## config.mk

```make
export PLATFORM = sky130hd
export DESIGN_NAME = if_prefetch_unit
export DESIGN_NICKNAME = d
export VERILOG_FILES = /design/src/rtl/if_prefetch_unit.sv
export SDC_FILE = /design/constraint.sdc
export NUM_CORES = 1
export LEC_CHECK = 0
export CAP_MARGIN = 20
export CORE_ASPECT_RATIO = 1.5
export CORE_MARGIN = 2
export CORE_UTILIZATION = 48
export DETAILED_ROUTE_END_ITERATION = 8
export PLACE_DENSITY_LB_ADDON = 0.08
export SLEW_MARGIN = 25
export SYNTH_ARGS = -nofsm -noshare
export SYNTH_HDL_FRONTEND = slang
export SYNTH_SLANG_ARGS = --single-unit
```

## constraint.sdc

```tcl
create_clock -name clk -period 4.7 [get_ports clk]
set_input_delay 0.705 -clock clk [delete_from_list [all_inputs] [get_ports clk]]
set_output_delay 0.705 -clock clk [all_outputs]
set_load 0.005 [all_outputs]
```

## src/rtl/if_prefetch_unit.sv

```systemverilog
// Instruction-fetch front end: one outstanding imem request, FIFO_DEPTH-entry instruction queue, redirect with flush.
// Optional build macro IF_PREFETCH_PERF_EN adds perf_fetch_cnt / perf_flush_cnt counters.
module if_prefetch_unit #(
    parameter int              XLEN       = 32,
    parameter int              FIFO_DEPTH = 4,
    parameter logic [XLEN-1:0] RESET_PC   = '0
) (
    input  logic                          clk,
    input  logic                          rst,
    output logic                          imem_req_valid,
    input  logic                          imem_req_ready,
    output logic [XLEN-1:0]               imem_req_addr,
    input  logic                          imem_rsp_valid,
    input  logic [31:0]                   imem_rsp_data,
    input  logic                          imem_rsp_err,
    input  logic                          redirect_valid,
    input  logic [XLEN-1:0]               redirect_pc,
    output logic                          instr_valid,
    input  logic                          instr_ready,
    output logic [31:0]                   instr_data,
    output logic [XLEN-1:0]               instr_pc,
    output logic                          instr_err,
    output logic [$clog2(FIFO_DEPTH):0]   fifo_count
`ifdef IF_PREFETCH_PERF_EN
    ,
    output logic [31:0]                   perf_fetch_cnt,
    output logic [31:0]                   perf_flush_cnt
`endif
);

    localparam int PW = (FIFO_DEPTH > 1) ? $clog2(FIFO_DEPTH) : 1;
    localparam int CW = $clog2(FIFO_DEPTH) + 1;
    localparam logic [CW-1:0] DEPTH_C = CW'(FIFO_DEPTH);

    typedef enum logic [1:0] {S_REQ, S_WAIT, S_DISCARD, S_HALT} state_e;

    typedef struct packed {
        logic [XLEN-1:0] pc;
        logic [31:0]     data;
        logic            err;
    } entry_t;

    state_e          state_q, state_d;
    logic [XLEN-1:0] fetch_pc_q, fetch_pc_d;
    entry_t          mem_q [FIFO_DEPTH];
    logic [PW-1:0]   wr_ptr_q, rd_ptr_q;
    logic [CW-1:0]   count_q;
    logic            req_fire, push, pop;

    // Gated by rst so no request is visible while reset is held.
    assign imem_req_valid = rst && (state_q == S_REQ) && (count_q < DEPTH_C);
    assign imem_req_addr  = fetch_pc_q;
    assign req_fire       = imem_req_valid && imem_req_ready;

    assign push        = (state_q == S_WAIT) && imem_rsp_valid && !redirect_valid;
    assign instr_valid = (count_q != '0);
    assign pop         = instr_valid && instr_ready && !redirect_valid;

    assign instr_data = mem_q[rd_ptr_q].data;
    assign instr_pc   = mem_q[rd_ptr_q].pc;
    assign instr_err  = mem_q[rd_ptr_q].err;
    assign fifo_count = count_q;

    // NOTE: every signal assigned here gets a default first, so no path leaves it unassigned (no latch).
    always_comb begin
        state_d    = state_q;
        fetch_pc_d = fetch_pc_q;
        if (redirect_valid) begin
            fetch_pc_d = redirect_pc & ~XLEN'(3);
            unique case (state_q)
                S_REQ:             state_d = req_fire ? S_DISCARD : S_REQ;
                S_WAIT, S_DISCARD: state_d = imem_rsp_valid ? S_REQ : S_DISCARD;
                S_HALT:            state_d = S_REQ;
            endcase
        end else begin
            unique case (state_q)
                S_REQ: begin
                    if (req_fire) begin
                        state_d    = S_WAIT;
                        fetch_pc_d = fetch_pc_q + XLEN'(4);
                    end
                end
                S_WAIT:    if (imem_rsp_valid) state_d = imem_rsp_err ? S_HALT : S_REQ;
                S_DISCARD: if (imem_rsp_valid) state_d = S_REQ;
                S_HALT:    state_d = S_HALT;
            endcase
        end
    end

    // NOTE: sequential state uses non-blocking assignments so all registers update together at the edge.
    always_ff @(posedge clk or negedge rst) begin
        if (!rst) begin
            state_q    <= S_REQ;
            fetch_pc_q <= RESET_PC;
            wr_ptr_q   <= '0;
            rd_ptr_q   <= '0;
            count_q    <= '0;
            // NOTE: queue storage is reset because the head entry drives instr_* directly and must read 0 out of reset.
            for (int i = 0; i < FIFO_DEPTH; i++) mem_q[i] <= '0;
        end else begin
            state_q    <= state_d;
            fetch_pc_q <= fetch_pc_d;
            if (redirect_valid) begin
                wr_ptr_q <= '0;
                rd_ptr_q <= '0;
                count_q  <= '0;
            end else begin
                if (push) begin
                    // fetch_pc_q already points past the word this response belongs to.
                    mem_q[wr_ptr_q] <= '{pc: fetch_pc_q - XLEN'(4), data: imem_rsp_data, err: imem_rsp_err};
                    wr_ptr_q        <= wr_ptr_q + PW'(1);
                end
                if (pop) rd_ptr_q <= rd_ptr_q + PW'(1);
                if (push && !pop)      count_q <= count_q + CW'(1);
                else if (pop && !push) count_q <= count_q - CW'(1);
            end
        end
    end

`ifdef IF_PREFETCH_PERF_EN
    logic [31:0] perf_fetch_q, perf_flush_q;

    always_ff @(posedge clk or negedge rst) begin
        if (!rst) begin
            perf_fetch_q <= '0;
            perf_flush_q <= '0;
        end else begin
            if (push)           perf_fetch_q <= perf_fetch_q + 32'd1;
            if (redirect_valid) perf_flush_q <= perf_flush_q + 32'd1;
        end
    end

    assign perf_fetch_cnt = perf_fetch_q;
    assign perf_flush_cnt = perf_flush_q;
`else
    // Default build carries no performance counters.
`endif

endmodule
```

==> impl_metrics.toml <==
[outcome]
run_status = "completed"

[clock_tree]
hold_buffers = 0
clock_tree_from_tritoncts = "built"
clock-sinks = 291
clock_tree.htree_level_count = 1
clock_path_buffers = 3
worst_skew_pair.late_latency_ns = 0.55
cts_resized = 0
clockRootBuffer = "sky130_fd_sc_hd__clkbuf_16"
clk_transition_reported_paths_ns = 0.06
postCtsSetupBuffers = 0
cts_inserted_buffers = 29

[run]
cap_violations = 0

[min_path]
timing.hold.worst.class = "in -> async"

[worst_setup_path]
reg_to_reg_endpoint = "mem_q[69]"
critical_path_arrival_ns = 2.78
worst-r2r-setup-slack_ns = 1.83
cp_slowest_stage_delay_ns = 0.85
critPathSlowestCell = "sky130_fd_sc_hd__dfrtp_2"
r2r_path_start = "state_q[1]"
crit_required_ns = 3.99
worstSetupPathType = "reg -> out"
worst_setup_path_start_kind = "flop"
rr_worst_depth = 7
worstSetupEndpointType = "primary output"
worstPathMaxFanout = 26
cp_cell_sequence = "buf_4 -> mux4_2 -> clkdlybuf4s50_1"

[die]
design.core.area_mm2 = 0.02796
floorplan.initialDensity = 0.4866
pin_count = 173
dieArea_mm2 = 0.02974
rows = 75
die_w_um = 141.5
die_h_um = 210.2

[routing]
drt_first_iter_violations = 397
route.detailed.drc = 0
total_number_of_vias = 8802
detail_route.wl_per_cell_um = 18.96
first_pass_iteration_count_of_the_detailed_router = 6
route.detailed.vias_per_inst = 5.443
drt-total-wl_mm = 30.65
postRouteAntennaNets = 0

[timing]
unrepaired_setup_endpoints_after_global_routing = "false"
worstMarginPinSlew_ns = 0.9153
final_max_slew_viol_count = 0
period_share = 0.7421
finClkSkew_ns = 0.01275
finalHoldViolations = 0
final_critical_delay_including_setup_and_external_delays_ns = 3.488
final.setup.tns_ns = 0
clock.fmax_ghz = 0.2867
setup_violations = 0
maxSlewHeadroom = 0.3898

[global_routing]
pin_count_of_the_biggest_net_entering_global_routing = 84
grt.overflow.total = 0
grtUsageTotal = 0.2124
grt_first_pass_wirelength_mm = 49.99
first_global_vias = 9123
antenna_violations_before_repair = 0

[synthesis]
synth.most_common_cell = "sky130_fd_sc_hd__dfrtp_1"
yosys_most_used_dff = "sky130_fd_sc_hd__dfrtp_1"
syn-instance-count = 1121
synth_top_cell_area_share = 0.5352
post_synth_num_cell_types = 53
number_of_enable_flip_flop_cells_after_synthesis = 0
syn_area_mm2 = 0.01361
synthesis.area_per_instance_um2 = 12.14
synth_async_sr_flop_share = 1.000
synth_seq_area_share = 0.5352
cell_taking_the_most_area_after_synthesis = "sky130_fd_sc_hd__dfrtp_1"
count_of_yosys_warnings_during_synthesis = 0
synth.top_cells.by_area = "sky130_fd_sc_hd__dfrtp_1, sky130_fd_sc_hd__mux2_2, sky130_fd_sc_hd__mux4_2"
synthTopCellsByCount = "sky130_fd_sc_hd__dfrtp_1, sky130_fd_sc_hd__nand2_1, sky130_fd_sc_hd__o21ai_0"
ys_ff_latch = 291

[pwr]
power.density_cell_area_mw_per_mm2 = 530.7
worst_ir_drop_vdd_uv = 264.2
leakagePower_uw = 0.007160

[final_layout]
multiInputGateArea_mm2 = 0.005903
n_antenna_cell = 0
areaGrowthSynthToFinish_pct = 21.44
post_route_cells_drive_above_1_share = 0.2219
final_nets = 1332
final_cells = 1617
register_area_mm2 = 0.007287
fill_cells = 2331

[place]
place_hpwl_mm = 19.99
port_buffers = 166
finalWeightedCongestion = 0.8398
numPlacedInstances = 1564
-- cell families (layout without fill, tap and decap cells) --
logic type,after synthesis,count (layout),share of synthesized area
simple gates,294,294,0.1043
compound gates,160,160,0.05959
fa+ha+maj,12,12,0.01159
flops,291,291,0.5352
xor+xnor,60,60,0.03862
mux,199,199,0.2165
other cells,1,4,0.0002756
buf+inv,104,251,0.03402
-- worst max-delay path: cells and delay by family, from the launching register on --
kind,cells,cell delay [ns]
buffers and inverters,2,1.01
DFF,1,0.85
muxes,1,0.37
-- layout by cell type (no fill, tap or decap), drive strengths merged, types with 7 or more instances in the layout --
master | synthesis | routed
mux4 | 63 | 63
nor4 | 16 | 16
clkdlybuf4s50 | 0 | 164
nor3 | 25 | 25
ha | 11 | 11
nand4 | 13 | 13
mux2 | 132 | 132
nand2 | 175 | 175
a21oi | 7 | 7
inv | 16 | 16
xnor2 | 46 | 46
nor2 | 22 | 22
nand3 | 12 | 12
xor2 | 14 | 14
buf | 31 | 18
dfrtp | 291 | 291
clkbuf | 56 | 43
o21ai | 149 | 149
-- per-stage QoR --
stage	hold slack [ns]	util	worst slack [ns]	power (uW)	instance area, um2
6_report	0.1467	0.5909	1.212	8770	16520
5_1_grt	0.1823	0.5909	1.082	9286	16520
4_1_cts	0.1648	0.5908	1.146	8911	16520
3_5_place_dp	0.4656	0.5539	1.301	6406	15490
3_3_place_gp	0.4566	0.5539	1.339	6344	15490
2_1_floorplan	0.4094	-	2.398	5017	13620
-- layer usage --
metal / vias to the layer above / global-route usage / wire, um
met5: - / 0 / 0
met4: 0 / 0.05931 / 655
met3: 34 / 0.03158 / 1240
met2: 182 / 0.3718 / 15800
met1: 4371 / 0.2763 / 12960
li1: 4215 / - / -
-- area by class of cell --
class,instances,area share
flip-flops and latches,291,0.4410
multi-input cells,729,0.3572
repair buffers,182,0.1096
clock buffers,43,0.05315
well taps,346,0.02620
clock inverters,10,0.009238
inverters,16,0.003634
-- power by group --
group | total, uW | internal, uW | switching (uW) | leakage, uW
Sequential | 3500 | 3100 | 397 | 0.00388
Clock | 2470 | 1510 | 968 | 0.000510
Combinational | 2800 | 1750 | 1050 | 0.00277
Total | 8770 | 6350 | 2420 | 0.00716
-- registers in the layout (all words and copies together), names as in the netlist --
name and flops:
state_q 2, wr_ptr_q 2, rd_ptr_q 2, mem_q 252, imem_req_addr 30, fifo_count 3
-- worst max path at each step --
stage                    from              to  slack [ns]  cells past startpoint
4_1_cts           rd_ptr_q[1]    instr_pc[11]        1.15                      3
6_report          rd_ptr_q[1]    instr_pc[11]        1.21                      3
3_5_place_dp   imem_rsp_valid       mem_q[69]        1.30                      6
5_1_grt           rd_ptr_q[1]    instr_pc[11]        1.08                      3
3_3_place_gp   imem_rsp_valid       mem_q[71]        1.34                      6
2_1_floorplan     rd_ptr_q[0]  instr_data[13]        2.40                      3
Note: power is estimated with default switching activity, not from simulation.
==> RTL edit 1, RTL diff (config.mk and constraints unchanged) <==
Re-encode `state_e` (4 states) as Gray code, 2 bits wide.
--- a/src/rtl/if_prefetch_unit.sv
+++ b/src/rtl/if_prefetch_unit.sv
@@ -32,7 +32,7 @@
     localparam int CW = $clog2(FIFO_DEPTH) + 1;
     localparam logic [CW-1:0] DEPTH_C = CW'(FIFO_DEPTH);
 
-    typedef enum logic [1:0] {S_REQ, S_WAIT, S_DISCARD, S_HALT} state_e;
+    typedef enum logic [1:0] {S_REQ = 2'b00, S_WAIT = 2'b01, S_DISCARD = 2'b11, S_HALT = 2'b10} state_e;
 
     typedef struct packed {
         logic [XLEN-1:0] pc;
Check against the original RTL: same outputs for any inputs over 4 cycles, from zero or initial values and one cycle with rst low; so few cycles prove little.
==> RTL edit 1 against the unedited design <==
  * Sequential share of layout area is 0.63 points higher
  * Register-to-register slack improved by 0.22 ns
  * Setup slack lost 0.090 ns
  * Sequential power is 2% lower
  * Combinational power fell by 11%
  * Routed wire length is 5.1% lower
  * Area after synthesis shrank 1.6%
  * Critical path depth did not move
  * Cell area fell by 1.4%
  * Total power is 6.5% lower
  * Global-route usage decreased by 0.78 points
  * Sequential cell count stayed put
  * Critical endpoint is now instr_data[6]
  * Largest power group unchanged
==> RTL edit 1: results (changes against the unedited design) <==
Port Buffers 166 (unchanged); r2r setup slk 2.05 ns (was 1.83 ns); R2R Path End mem_q[151]$_DFFE_PN0P_ (was mem_q[69]$_DFFE_PN0P_); Vias/cell 5.44 (about the same); Post-DP HPWL 18.7 mm (was 20.0 mm); R2R depth 5 (was 7); clk_skew 0.00891 ns (was 0.0128 ns); Final Routed Wirelength 29.1 mm (was 30.7 mm); first-pass GRT wire length 48.1 mm (was 50.0 mm); leak pwr 0.00710 µW (was 0.00716 µW); Routability Congestion 0.839 (was 0.840); top post-synthesis cells by count 291 x dfrtp_1, 176 x nand2_1, 142 x o21ai_0 (was 291 x dfrtp_1, 175 x nand2_1, 142 x o21ai_0); filler instances 2280 (was 2331); share of post-route cells with drive strength above 1 22.3% (was 22.2%); vias in the first global route 9053 (was 9123); sequential area share after synthesis 54.4% (was 53.5%); Setup crit end instr_data[6] (was instr_pc[11]); largest net degree at the start of global routing 95 (was 84); CP Launch Point rd_ptr_q[0]$_DFFE_PN0P_ (was rd_ptr_q[1]$_DFFE_PN0P_); gr usage total 20.5% (was 21.2%); full die area 0.0293 mm² (was 0.0297 mm²); Sw Ratio 27.2% (was 27.5%); ranking of synthesized cells by area dfrtp_1 54%, mux2_2 11%, mux4_2 11% (was dfrtp_1 54%, mux2_2 11%, mux4_2 10%); Clk Latency, worst-skew pair 0.55 ns (about the same); status finished clean (unchanged); Worst Path Arrival 2.87 ns (was 2.78 ns); fin nets 1295 (was 1332); Hold WC Path Type reg -> reg (was in -> async); Slowest-stage cell, CP dfrtp_4 (was dfrtp_2); worst rel slew slack 39.7% (was 39.0%); DRT Pass-1 Iters 4 (was 6); Worst Path Max Fanout 31 (was 26)
## RTL edit 1: stage by stage
stage	util (%)	setup slack (ns)	cell area [µm²]	instances	total power (µW)
global route	59.6	0.937	16300	1578	8680
CTS	59.6	1.02	16300	1578	8340
finish	59.6	1.12	16300	1578	8200
detailed placement	56.1	1.29	15300	1527	6020
floorplan	-	2.23	13400	1088	4710
global placement	56.1	1.32	15300	1527	5970
## RTL edit 1: layer usage
layer	GRT usage [%]	vias to the layer above	share of wire, %
met5	0	-	0
met4	5.92	0	2.1
met3	3.08	45	4.7
met2	35.7	185	51
met1	26.6	4283	42
li1	-	4078	-
## RTL edit 1: cell type report
type / instances / area share, %
clock buffer: 42 / 5.37
clock inverter: 8 / 0.438
inverter: 11 / 0.253
multi-input combinational: 704 / 35.3
sequential: 291 / 44.7
tap: 342 / 2.63
timing repair buffer: 180 / 11.3
## RTL edit 1: worst min path at each step
stage                           start                        end  slack (ns)
3_3_place_gp    mem_q[57]$_DFFE_PN0P_      mem_q[57]$_DFFE_PN0P_        0.46
4_1_cts        mem_q[125]$_DFFE_PN0P_     mem_q[125]$_DFFE_PN0P_        0.48
3_5_place_dp   mem_q[118]$_DFFE_PN0P_     mem_q[118]$_DFFE_PN0P_        0.47
2_1_floorplan                     rst  fifo_count[0]$_DFFE_PN0P_        0.41
5_1_grt         mem_q[65]$_DFFE_PN0P_      mem_q[65]$_DFFE_PN0P_        0.50
6_report       mem_q[184]$_DFFE_PN0P_     mem_q[184]$_DFFE_PN0P_        0.47
## RTL edit 1: power by group through the flow
| stage | combinational, µW | clock [µW] | sequential, µW |
|---|---|---|---|
| global placement | 2500 | 0 | 3470 |
| floorplan | 1440 | 0 | 3280 |
| detailed placement | 2540 | 0 | 3490 |
| finish | 2490 | 2280 | 3430 |
| CTS | 2550 | 2350 | 3450 |
| global route | 2720 | 2440 | 3520 |
## RTL edit 1: worst reg2reg max path: stages, from the launching register on
cell and delay (ns):
dfrtp_1 0.41, nand3b_1 0.37, nor2_1 0.63, nand2_4 0.43, buf_12 0.36, mux2_2 0.34
## RTL edit 1: cells by family after synthesis
| logic type | synth area share (%) |
|---|---|
| xor gates and xnor gates | 4.12 |
| DFF | 54.4 |
| muxes | 21.9 |
| AOI/OAI and AO/OA | 5.84 |
| other | 0.0280 |
| and+or+nand+nor | 10.1 |
| buffers and inverters | 2.91 |
| adders and majority gates | 0.711 |
## RTL edit 1: timing repair
item / in CTS / in global routing
buffers inserted: 0 / 0
hold endpoints to repair: 21 / 0
hold buffers: 1 / 0
==> RTL edit 2, RTL diff (same flow settings) <==
Without the edit above. The option `IF_PREFETCH_PERF_EN` is turned on by a define.
--- a/src/rtl/if_prefetch_unit.sv
+++ b/src/rtl/if_prefetch_unit.sv
@@ -1,5 +1,7 @@
 // Instruction-fetch front end: one outstanding imem request, FIFO_DEPTH-entry instruction queue, redirect with flush.
 // Optional build macro IF_PREFETCH_PERF_EN adds perf_fetch_cnt / perf_flush_cnt counters.
+`define IF_PREFETCH_PERF_EN
+
 module if_prefetch_unit #(
     parameter int              XLEN       = 32,
     parameter int              FIFO_DEPTH = 4,
Formal check against the unedited RTL (old outputs only; new: perf_fetch_cnt and perf_flush_cnt): same outputs for any inputs over 4 cycles, from zero or initial values and one cycle with rst low; that may be too few to reach the edited logic, so the function may still have changed.
==> RTL edit 2 against the unedited design <==
  * Sequential cell count rose by 64
  * Clock skew rose by 0.0059 ns
  * Global-route usage fell by 0.15 points
  * Total power rose by 17%
  * Area after synthesis rose by 20%
  * Sequential share of layout area fell by 0.28 points
  * Sequential power rose by 20%
  * Routed wire length rose by 20%
  * Setup slack got worse by 0.011 ns
  * Hold slack got worse by 0.062 ns
  * Cell area rose by 23%
  * Utilization rose by 1.6 points
  * Via count rose by 26%
==> RTL edit 2: results (changes against the unedited design) <==
Final Routed Wirelength 36.9 mm (was 30.7 mm); top post-synthesis cells by count 355 x dfrtp_1, 195 x nand2_1, 136 x mux2_2 (was 291 x dfrtp_1, 175 x nand2_1, 142 x o21ai_0); Worst Path Max Fanout 43 (was 26); DRT Pass-1 Iters 4 (was 6); first-pass GRT wire length 60.3 mm (was 50.0 mm); area post-placement 0.0190 mm² (was 0.0155 mm²); status finished clean (unchanged); fin nets 1645 (was 1332); Fin Hold WS 0.0845 ns (was 0.147 ns); Worst Path Arrival 2.79 ns (was 2.78 ns); fin cells 2007 (was 1617); r2r setup slk 1.78 ns (was 1.83 ns); Port Buffers 230 (was 166); Detailed Route Iter0 Violations 474 (was 397); filler instances 2741 (was 2331); Max IR drop VDD 0.000328 V (was 0.000264 V); sequential area share after synthesis 54.5% (was 53.5%); Post-DP HPWL 24.2 mm (was 20.0 mm); ranking of synthesized cells by area dfrtp_1 54%, mux2_2 9.4%, mux4_2 8.7% (was dfrtp_1 54%, mux2_2 11%, mux4_2 10%); Routability Congestion 0.825 (was 0.840); H-tree depth 2 (was 1); vias 11.1k (was 8802); DP Cell Count 1940 (was 1564); Distinct cells, synth 45 (was 53); share of post-route cells with drive strength above 1 18.5% (was 22.2%); Gate Count Post-Synth 1360 (was 1121); CTS buffer count 38 (was 29); Clk Latency, worst-skew pair 0.53 ns (was 0.55 ns)
[RTL edit 2: cell count changes after synthesis, moves of 10 or more]
cell / unedited run / this run
nor2_1: 22 / 47
nand2_1: 175 / 195
xor2_1: 14 / 37
clkbuf_1: 54 / 68
nand3_1: 12 / 33
buf_2: 15 / 3
nand4_1: 12 / 22
xnor2_1: 46 / 87
dfrtp_1: 291 / 355
[RTL edit 2: path summary, 6_finish.rpt]
path,startpoint,endpoint,cells past startpoint
worst max-delay path,rd_ptr_q[0]$_DFFE_PN0P_,instr_pc[13],3
worst min-delay path,rst,mem_q[157]$_DFFE_PN0P_,1
worst max register to register,imem_req_addr[2]$_DFFE_PN0P_,mem_q[61]$_DFFE_PN0P_,7
worst min register to register,mem_q[118]$_DFFE_PN0P_,mem_q[118]$_DFFE_PN0P_,2
max in group asynchronous,rst,perf_fetch_cnt[18]$_DFFE_PN0P_,2
min in group clk,mem_q[118]$_DFFE_PN0P_,mem_q[118]$_DFFE_PN0P_,2
[RTL edit 2: metrics by stage]
step | utilization, % | setup slack [ns]
floorplan | - | 2.14
global placement | 56.8 | 1.36
detailed placement | 56.8 | 1.35
CTS | 60.6 | 1.09
global route | 60.6 | 1.00
finish | 60.6 | 1.20
[RTL edit 2: cell type report]
type	instances	share of cell area, %
Inverter	23	0.426
Tap cell	420	2.59
Timing Repair Buffer	247	12.2
Clock buffer	59	5.74
Sequential cell	355	43.8
Clock inverter	8	0.598
Multi-Input combinational cell	895	34.6
[RTL edit 2: cell families after synthesis]
family,synth area share [%]
xor+xnor,6.66
mux,18.2
compound gates,4.96
buf+inv,2.81
flops,54.5
other cells,0.0230
simple gates,11.8
fa+ha+maj,1.12
[RTL edit 2: per-layer routing]
layer / global-route usage [%] / vias to the layer above / wire, µm
met5: 0 / - / 0
met1: 27.0 / 5600 / 15700
li1: - / 5161 / -
met3: 4.11 / 60 / 1770
met2: 36.5 / 256 / 18500
met4: 6.13 / 0 / 917
[RTL edit 2: power breakdown]
part           internal (µW)  leakage [µW]  switching [µW]
Combinational           1880       0.00343            1120
Sequential              3700       0.00472             494
Clock                   1870      0.000627            1190
